===== src/rtl/im_load_pkg.sv =====
// Shared types and sizing for the instruction-memory loader (im_load_ctrl).
// Build option: IM_LOAD_CKSUM_EN enables the XOR trailer byte check.
package im_load_pkg;

  localparam int INSTR_W    = 17;
  localparam int ADDR_W     = 11;
  localparam int DEPTH      = 2048;
  localparam int CNT_BYTES  = 2;
  localparam int WORD_BYTES = 3;

  typedef enum logic [3:0] {
    IDLE, CNT_HI, CNT_LO, B0, B1, B2, WR, CKS, DONE, ERR
  } ld_state_t;

endpackage


===== src/rtl/im_word_pack.sv =====
// Assembles one 17-bit instruction from B0..B2 and flags a malformed B0.
// Build option: IM_LOAD_CKSUM_EN adds the running XOR of every shifted byte.
module im_word_pack
  import im_load_pkg::*;
(
  input  logic               clk,
  input  logic               shift_en,
  input  logic               first,
  input  logic [7:0]         byte_in,
`ifdef IM_LOAD_CKSUM_EN
  input  logic               clr,
  output logic [7:0]         cksum,
`endif
  output logic [INSTR_W-1:0] word,
  output logic               fmt_err
);

  logic                          b0_lsb;
  logic [(WORD_BYTES-1)*8-1:0]   lo;

  // B0 contributes only its LSB; the remaining B0 bits must be zero.
  always_ff @(posedge clk) begin
    if (shift_en) begin
      if (first) begin
        b0_lsb  <= byte_in[0];
        fmt_err <= |byte_in[7:1];
      end else begin
        lo <= {lo[7:0], byte_in};
      end
    end
  end

  assign word = {b0_lsb, lo};

`ifdef IM_LOAD_CKSUM_EN
  always_ff @(posedge clk) begin
    if (clr)
      cksum <= '0;
    else if (shift_en)
      cksum <= cksum ^ byte_in;
  end
`endif

endmodule


===== src/rtl/im_load_ctrl.sv =====
// Instruction-memory port owner: CPU fetch passthrough or UART program load.
// Build option: IM_LOAD_CKSUM_EN expects an XOR trailer byte after the last word.
module im_load_ctrl
  import im_load_pkg::*;
(
  input  logic               clk,
  input  logic               rst_n,
  input  logic               load_req,
  input  logic               rx_rdy,
  input  logic [7:0]         rx_data,
  input  logic               cpu_rd_en,
  input  logic [15:0]        cpu_addr,
  output logic               im_rd_en,
  output logic               im_we,
  output logic [15:0]        im_addr,
  output logic [INSTR_W-1:0] im_wdata,
  output logic               cpu_stall,
  output logic               cpu_restart,
  output logic               load_busy,
  output logic               load_err
);

  ld_state_t                  state;
  logic [ADDR_W-1:0]          wr_ptr;
  logic [ADDR_W:0]            count;
  logic [7:0]                 cnt_hi;
  logic [CNT_BYTES*8-1:0]     n_q;
  logic [CNT_BYTES*8-1:0]     n_rx;
  logic [CNT_BYTES*8-1:0]     count_nx;
  logic                       we_q, restart_q, err_q;
  logic                       idle, shift_en, first, fmt_err;
  logic [INSTR_W-1:0]         word;

  assign idle     = (state == IDLE);
  assign first    = (state == B0);
  assign shift_en = rx_rdy & ((state == B0) | (state == B1) | (state == B2));
  assign n_rx     = {cnt_hi, rx_data};
  assign count_nx = (CNT_BYTES*8)'(count) + 1'b1;

`ifdef IM_LOAD_CKSUM_EN
  logic [7:0] cksum;
  im_word_pack u_pack (
    .clk(clk), .shift_en(shift_en), .first(first), .byte_in(rx_data),
    .clr(idle & load_req), .cksum(cksum), .word(word), .fmt_err(fmt_err)
  );
`else
  im_word_pack u_pack (
    .clk(clk), .shift_en(shift_en), .first(first), .byte_in(rx_data),
    .word(word), .fmt_err(fmt_err)
  );
`endif

  // Count bytes are pure data: captured without reset, always written before use.
  always_ff @(posedge clk) begin
    if (state == CNT_HI && rx_rdy) cnt_hi <= rx_data;
    if (state == CNT_LO && rx_rdy) n_q    <= n_rx;
  end

  always_ff @(posedge clk or negedge rst_n) begin
    if (!rst_n) begin
      state     <= IDLE;
      wr_ptr    <= '0;
      count     <= '0;
      we_q      <= 1'b0;
      restart_q <= 1'b0;
      err_q     <= 1'b0;
    end else begin
      we_q      <= 1'b0;
      restart_q <= 1'b0;
      case (state)
        IDLE: if (load_req) begin
          state  <= CNT_HI;
          err_q  <= 1'b0;
          wr_ptr <= '0;
          count  <= '0;
        end
        CNT_HI: if (rx_rdy) state <= CNT_LO;
        CNT_LO: if (rx_rdy) begin
          if (n_rx == '0) begin
            state     <= DONE;
            restart_q <= 1'b1;
          end else if (n_rx > (CNT_BYTES*8)'(DEPTH)) begin
            state <= ERR;
            err_q <= 1'b1;
          end else begin
            state <= B0;
          end
        end
        B0: if (rx_rdy) state <= B1;
        B1: if (rx_rdy) state <= B2;
        B2: if (rx_rdy) begin
          if (fmt_err) begin
            state <= ERR;
            err_q <= 1'b1;
          end else begin
            state <= WR;
            we_q  <= 1'b1;
          end
        end
        WR: begin
          wr_ptr <= wr_ptr + 1'b1;
          count  <= count + 1'b1;
          if (count_nx == n_q) begin
`ifdef IM_LOAD_CKSUM_EN
            state <= CKS;
`else
            state     <= DONE;
            restart_q <= 1'b1;
`endif
          end else begin
            state <= B0;
          end
        end
`ifdef IM_LOAD_CKSUM_EN
        CKS: if (rx_rdy) begin
          if (rx_data == cksum) begin
            state     <= DONE;
            restart_q <= 1'b1;
          end else begin
            state <= ERR;
            err_q <= 1'b1;
          end
        end
`endif
        DONE:    state <= IDLE;
        ERR:     state <= IDLE;
        default: state <= IDLE;
      endcase
    end
  end

  // Port mux: CPU owns the IM in IDLE, the loader's write port in WR.
  always_comb begin
    im_addr = '0;
    if (idle)
      im_addr = cpu_addr;
    else if (we_q)
      im_addr = {{(16-ADDR_W){1'b0}}, wr_ptr};
  end

  assign im_rd_en    = idle & cpu_rd_en;
  assign im_we       = we_q;
  assign im_wdata    = we_q ? word : '0;
  assign cpu_stall   = ~idle | load_req;
  assign cpu_restart = restart_q;
  assign load_busy   = ~idle;
  assign load_err    = err_q;

endmodule


===== config.mk =====
export PLATFORM = sky130hd
export DESIGN_NAME = im_load_ctrl
export DESIGN_NICKNAME = d
export VERILOG_FILES = /design/src/rtl/im_load_pkg.sv /design/src/rtl/im_word_pack.sv /design/src/rtl/im_load_ctrl.sv
export SDC_FILE = /design/constraint.sdc
export NUM_CORES = 1
export LEC_CHECK = 0
export ABC_AREA = 1
export BUFFER_PORTS_ARGS = -buffer_cell sky130_fd_sc_hd__buf_2
export CAP_MARGIN = 20
export CORE_ASPECT_RATIO = 1.2
export CORE_MARGIN = 1.5
export CORE_UTILIZATION = 30
export CTS_CLUSTER_DIAMETER = 40
export DETAILED_ROUTE_END_ITERATION = 8
export MAX_ROUTING_LAYER = met4
export PLACE_DENSITY_LB_ADDON = 0.2
export RECOVER_POWER = 50
export SYNTH_ARGS = -nofsm -noshare
export SYNTH_HDL_FRONTEND = slang
export SYNTH_SLANG_ARGS = --single-unit

===== constraint.sdc =====
create_clock -name clk -period 2.4 [get_ports clk]
set_clock_uncertainty 0.2 [all_clocks]
set_input_delay 0.48 -clock clk [delete_from_list [all_inputs] [get_ports clk]]
set_output_delay 0.48 -clock clk [all_outputs]
set_load 0.01 [all_outputs]

==> metrics.txt, run 1 <==
outcome=finished with violations; violated checks=max-capacitance violations, max-slew violations; Worst VDD drop=0.000409 V; ANT nets after route=0; Distinct cells, synth=29; via count=3,127; Post-Syn Nets=479; std cell rows=43; biggest area consumer among synthesized cells=edfxtp_1; area of the multi-input gates=1360 um^2; HPWL Detailed=6190 um; Hold WC Path Type=in2reg; Max Slew Vio Count=31; Seq pwr share=41.7%; Buffers on Ports=67; fmax=0.438 GHz; Hold Buf Count CTS=0; diode count=0; Wirelength per Cell=12.1 um; clock period minus final worst setup slack=2280 ps; Clock power frac=32.3%; Root Driver=clkbuf_16; WL final=8310 um; CTS H-Tree Depth=3; Die Ht=124 um; Worst Tran Pin Value=1720 ps; Final #Nets=558; number of fill cells in the layout=1,289; largest net degree at the start of global routing=31; Crit Path Category=reg2out; Fin. Hold Viols=0; RSZ-0062 raised after global routing=false; Final TNS setup=0 ps; layout cells sized above 1=17.9%; final worst slack=116 ps; Mapped Area=3650 um^2; vias per cell=4.55; worst hold slack=217 ps; CTS Buf Count=9; CTS clk-pin slew, worst paths=60 ps; CTS tree=built; Initial Util=31.1%; register area share after synthesis=55.1%; Comb pwr share=26.0%; worst endpoint required time=1720 ps; GP Congestion=0.869; Die W=104 um; vias in the first global route=3,004; initial antenna violation count=0; DRC viols=0; Synth area leaders=edfxtp_1 35%, dfrtp_1 21%, nand2_1 14%; first-pass iteration count of the detailed router=4; Worst setup SP type=flop; relative slew slack=-14.5%; fin cells=688; Int Power=2.55 mW; Overflow after GRT=0; WP data arrival=1600 ps; final worst-path cycle share=95.2%; GR Util All Layers=14.1%; clk sinks=72; Setup WS pre-CTS=159 ps; pwr/cell area=853 nW/um^2; clock buffer depth=2; first-pass GRT wire length=13,800 um; YS warnings=0; placed cells=672; P&R area growth vs syn=23.3%; top cell type's share of synthesized area=34.5%; post-synthesis register bit count=72; Max Cap Viol=1; setup violators final=0; initial detailed-routing violation count=163; total power=3.84 mW; Critical Path Fanout Max=22; net switching power=1.29 mW; Mapped Avg Cell Area=8.15 um^2; CP endpoint kind=output port; Synth Instances=448; Worst-Skew Late Latency=340 ps; core area=11,700 um^2; Sw Ratio=33.7%; LEAKAGE=2.12 nW; die area=12,800 um^2; sequential cell area=2010 um^2; IO Pins=68
registers in the layout, summed over array words and instances (netlist names):
name,flops
state,4
u_pack.b0_lsb,1
cpu_restart,1
u_pack.fmt_err,1
n_q,16
load_err,1
im_we,1
count,12
cnt_hi,8
wr_ptr,11
u_pack.lo,16
power groups by stage:
stage	clock (mW)	sequential [mW]	combinational, mW
floorplan	0	1.58	0.637
global placement	0	1.61	0.968
detailed placement	0	1.61	0.975
CTS	1.27	1.59	0.992
global route	1.31	1.63	1.15
finish	1.24	1.60	0.999
layout make-up:
| cell class | count | area share (%) |
|---|---|---|
| sequential | 72 | 44.7 |
| multi-input combinational | 296 | 30.1 |
| timing repair buffer | 76 | 8.75 |
| inverter | 72 | 6.00 |
| clock buffer | 9 | 5.00 |
| tap | 157 | 4.36 |
| clock inverter | 6 | 1.03 |
cells in the mapped netlist:
library cell    n
nand2_1       133
inv_1          69
nor2_1         50
edfxtp_1       42
nand3_1        34
dfrtp_1        30
o21ai_0        24
a21oi_1        15
o22ai_1         6
clkbuf_1        5
nand4_1         5
nand3b_1        4
a31oi_1         3
nand2_2         3
nor2_2          3
nor2_4          3
nor3_1          3
a22oi_1         2
buf_1           2
ha_1            2
inv_2           2
a22o_1          1
and2_1          1
buf_2           1
clkinv_1        1
nor4_1          1
o21ai_2         1
or2_1           1
or2_2           1
final timing paths:
kind	startpoint	end	slack, ps	cells after the start
worst max register to register	count[1]	state[0]	260	14
worst max-delay path	state[1]	im_addr[2]	120	7
min in group asynchronous	rst_n	wr_ptr[3]	390	1
worst min register to register	cnt_hi[5]	n_q[13]	250	0
worst min-delay path	rx_data[3]	u_pack.lo[3]	220	1
max in group asynchronous	rst_n	state[0]	490	1
metrics by stage:
step	utilization, %	instance area, um^2
2_1_floorplan	-	3650
3_3_place_gp	35.9	4210
3_5_place_dp	35.9	4210
4_1_cts	38.3	4490
5_1_grt	38.4	4500
6_report	38.4	4500
critical path, cell delays in order (launching register included):
cell and delay, ps:
dfrtp_2 450, nor2_4 140, inv_2 60, nor2_4 160, buf_12 160, nand2_1 50
o21ai_0 80, buf_2 160
cells in the final DEF (no fill, tap or decap), types with 2 or more instances in the layout:
cell         n
nand2_1    133
inv_1       69
buf_2       56
nor2_1      48
edfxtp_1    42
nand3_1     34
dfrtp_1     28
o21ai_0     24
a21oi_1     15
clkbuf_1    13
clkbuf_16    9
o22ai_1      6
buf_4        6
nor2_4       5
nand4_1      5
nand3b_1     4
nor2_2       3
nand2_2      3
nor3_1       3
a31oi_1      3
clkinv_4     3
inv_2        2
clkinv_1     2
a22oi_1      2
dfrtp_2      2
cell families (layout without fill, tap and decap cells):
group	Yosys count	after routing	synth area share, %
compound gates	52	52	7.78
flops	72	72	55.1
buf+inv	80	163	8.26
fa+ha+maj	2	2	0.685
simple gates	242	242	28.2
layer usage:
metal	global-route usage [%]	share of wire, %	routed length, um
met1	16.1	43	3590
met2	24.2	51	4260
met3	2.51	3.5	294
met4	6.77	2.0	167
met5	-	0	0
what timing repair did:
item / 4_1_cts / 5_1_grt
setup buffers: 0 / 1
pin swaps: 0 / 1
endpoints found under the setup margin: 11 / 12
hold endpoints to repair: 0 / 0
gates resized for setup: 3 / 7
(Power assumes the default switching activity.)
==> run 2: changes to the inputs <==
- BUFFER_PORTS_ARGS: -buffer_cell sky130_fd_sc_hd__buf_2 -> default
- CORE_MARGIN: 1.5 -> default
- CORE_UTILIZATION: 30 -> 63
- DONT_BUFFER_PORTS: default -> 1
==> run 2 against run 1 <==
  * The flow now finishes without violations
  * Power decreased by 7.5%
  * Utilization grew 34 points
  * First-iteration DRC count rose by 63%
  * Die area shrank 52%
  * Maximum frequency up 1.1%
  * Register-to-register slack lost 50 ps
  * Sequential power about the same
  * Setup slack improved by 25 ps
  * Critical path type unchanged
  * Largest power group unchanged
  * Highest routed layer unchanged
==> metrics.txt, run 2 (same netlist as run 1, synthesis figures left out) <==
WL final=7820 um; Die Ht=85.4 um; Overflow after GRT=0; placed cells=512; Hold WC Path Type=in2reg; most common cell after layout, fill and taps aside=nand2_1; GR Util All Layers=27.2%; Worst-Skew Late Latency=350 ps; vias per cell=5.56; Final #Nets=497; Final TNS setup=0 ps; clock buffer depth=2; CP max stage cell=dfrtp_1; first-pass iteration count of the detailed router=5; vias in the first global route=2,757; Worst VDD drop=0.000595 V; Buffers on Ports=0; first-pass GRT wire length=12,300 um; initial detailed-routing violation count=266; relative slew slack=61.6%; fin cells=535; Worst Tran Pin Value=575 ps; Design Area, Final=4080 um^2; CTS Buf Count=9; CTS tree=built; Worst setup SP type=flop; placed cell area=3760 um^2; LEAKAGE=1.85 nW; Largest stage delay, worst path=480 ps; Die W=71.5 um; ANT nets after route=0; CP endpoint kind=output port; GP Congestion=0.899; most frequent cells in the layout=133 x nand2_1, 69 x inv_1, 47 x nor2_1; Root Driver=clkbuf_8; layout cells sized above 1=8.70%; WP buf/inv=2; Fin. Hold Viols=0; via count=2,976; P&R area growth vs syn=11.6%; die area=6110 um^2; clock period minus final worst setup slack=2260 ps; worst endpoint required time=1720 ps; Critical Path, Cell by Cell=nor2_4, inv_2, nor2_4, buf_6, nand2_1, o21ai_0; Crit Path Category=reg2out; pwr/cell area=871 nW/um^2; WP data arrival=1580 ps; std cell rows=30; HPWL Detailed=5370 um; IO Pins=68; DRC viols=0; critical path's top delay family=flip-flops; CTS clk-pin slew, worst paths=90 ps; final core utilization=72.4%; final worst-path cycle share=94.1%; Most Frequent Cell on Critical Path=nor2_4; Wirelength per Cell=14.6 um; outcome=completed; Max Cap Viol=0; RSZ-0062 raised after global routing=false; initial antenna violation count=0; core area=5630 um^2; Max Slew Vio Count=0; top flop regs=n_q: 16 flops, u_pack.lo: 16 flops, count: 12 flops; Initial Util=64.9%; CTS H-Tree Depth=3; fmax=0.443 GHz; largest net degree at the start of global routing=31; setup violators final=0; diode count=0; clk sinks=72; Critical Path Fanout Max=22
[run 2: path summary, 6_finish.rpt]
| check | startpoint | to | slack (ps) | cells past startpoint |
|---|---|---|---|---|
| max in group asynchronous | rst_n | state[0] | 1450 | 2 |
| hold reg to reg | cnt_hi[3] | n_q[11] | 250 | 0 |
| min in group asynchronous | rst_n | count[6] | 360 | 2 |
| setup / recovery | state[1] | im_addr[6] | 140 | 6 |
| hold / removal | rx_data[7] | n_q[7] | 20 | 0 |
| setup reg to reg | count[0] | state[0] | 210 | 14 |
[run 2: through the flow]
stage	hold WS (ps)	power [mW]	setup slack [ps]
2_1_floorplan	-15.6	2.21	374
3_3_place_gp	-14.9	2.37	315
3_5_place_dp	-14.8	2.41	214
4_1_cts	7.74	3.52	1.41
5_1_grt	3.32	3.75	5.07
6_report	22.5	3.55	141
[run 2: area by class of cell]
type	instances	area (um^2)
tap	64	80.1
sequential	72	2010
clock buffer	9	124
fill	404	1550
clock inverter	7	103
multi-input combinational	296	1360
timing repair buffer	15	131
inverter	72	270
[run 2: routing by layer]
layer	GRT usage (%)	part of all wire [%]
met3	5.11	5.0
met1	34.2	42
met5	-	0
met2	43.1	52
met4	12.3	1.6
[run 2: power breakdown]
| group | internal (mW) | switching [mW] |
|---|---|---|
| clock | 0.598 | 0.506 |
| sequential | 1.48 | 0.129 |
| combinational | 0.249 | 0.588 |
[run 2: what timing repair did]
| item | CTS | global route |
|---|---|---|
| hold endpoints to repair | 30 | 9 |
| cloned | 0 | 0 |
| pin swaps | 0 | 1 |
| setup buffers | 0 | 1 |
| endpoints found under the setup margin | 1 | 12 |
| hold buffers | 2 | 4 |
| resized for setup | 1 | 6 |
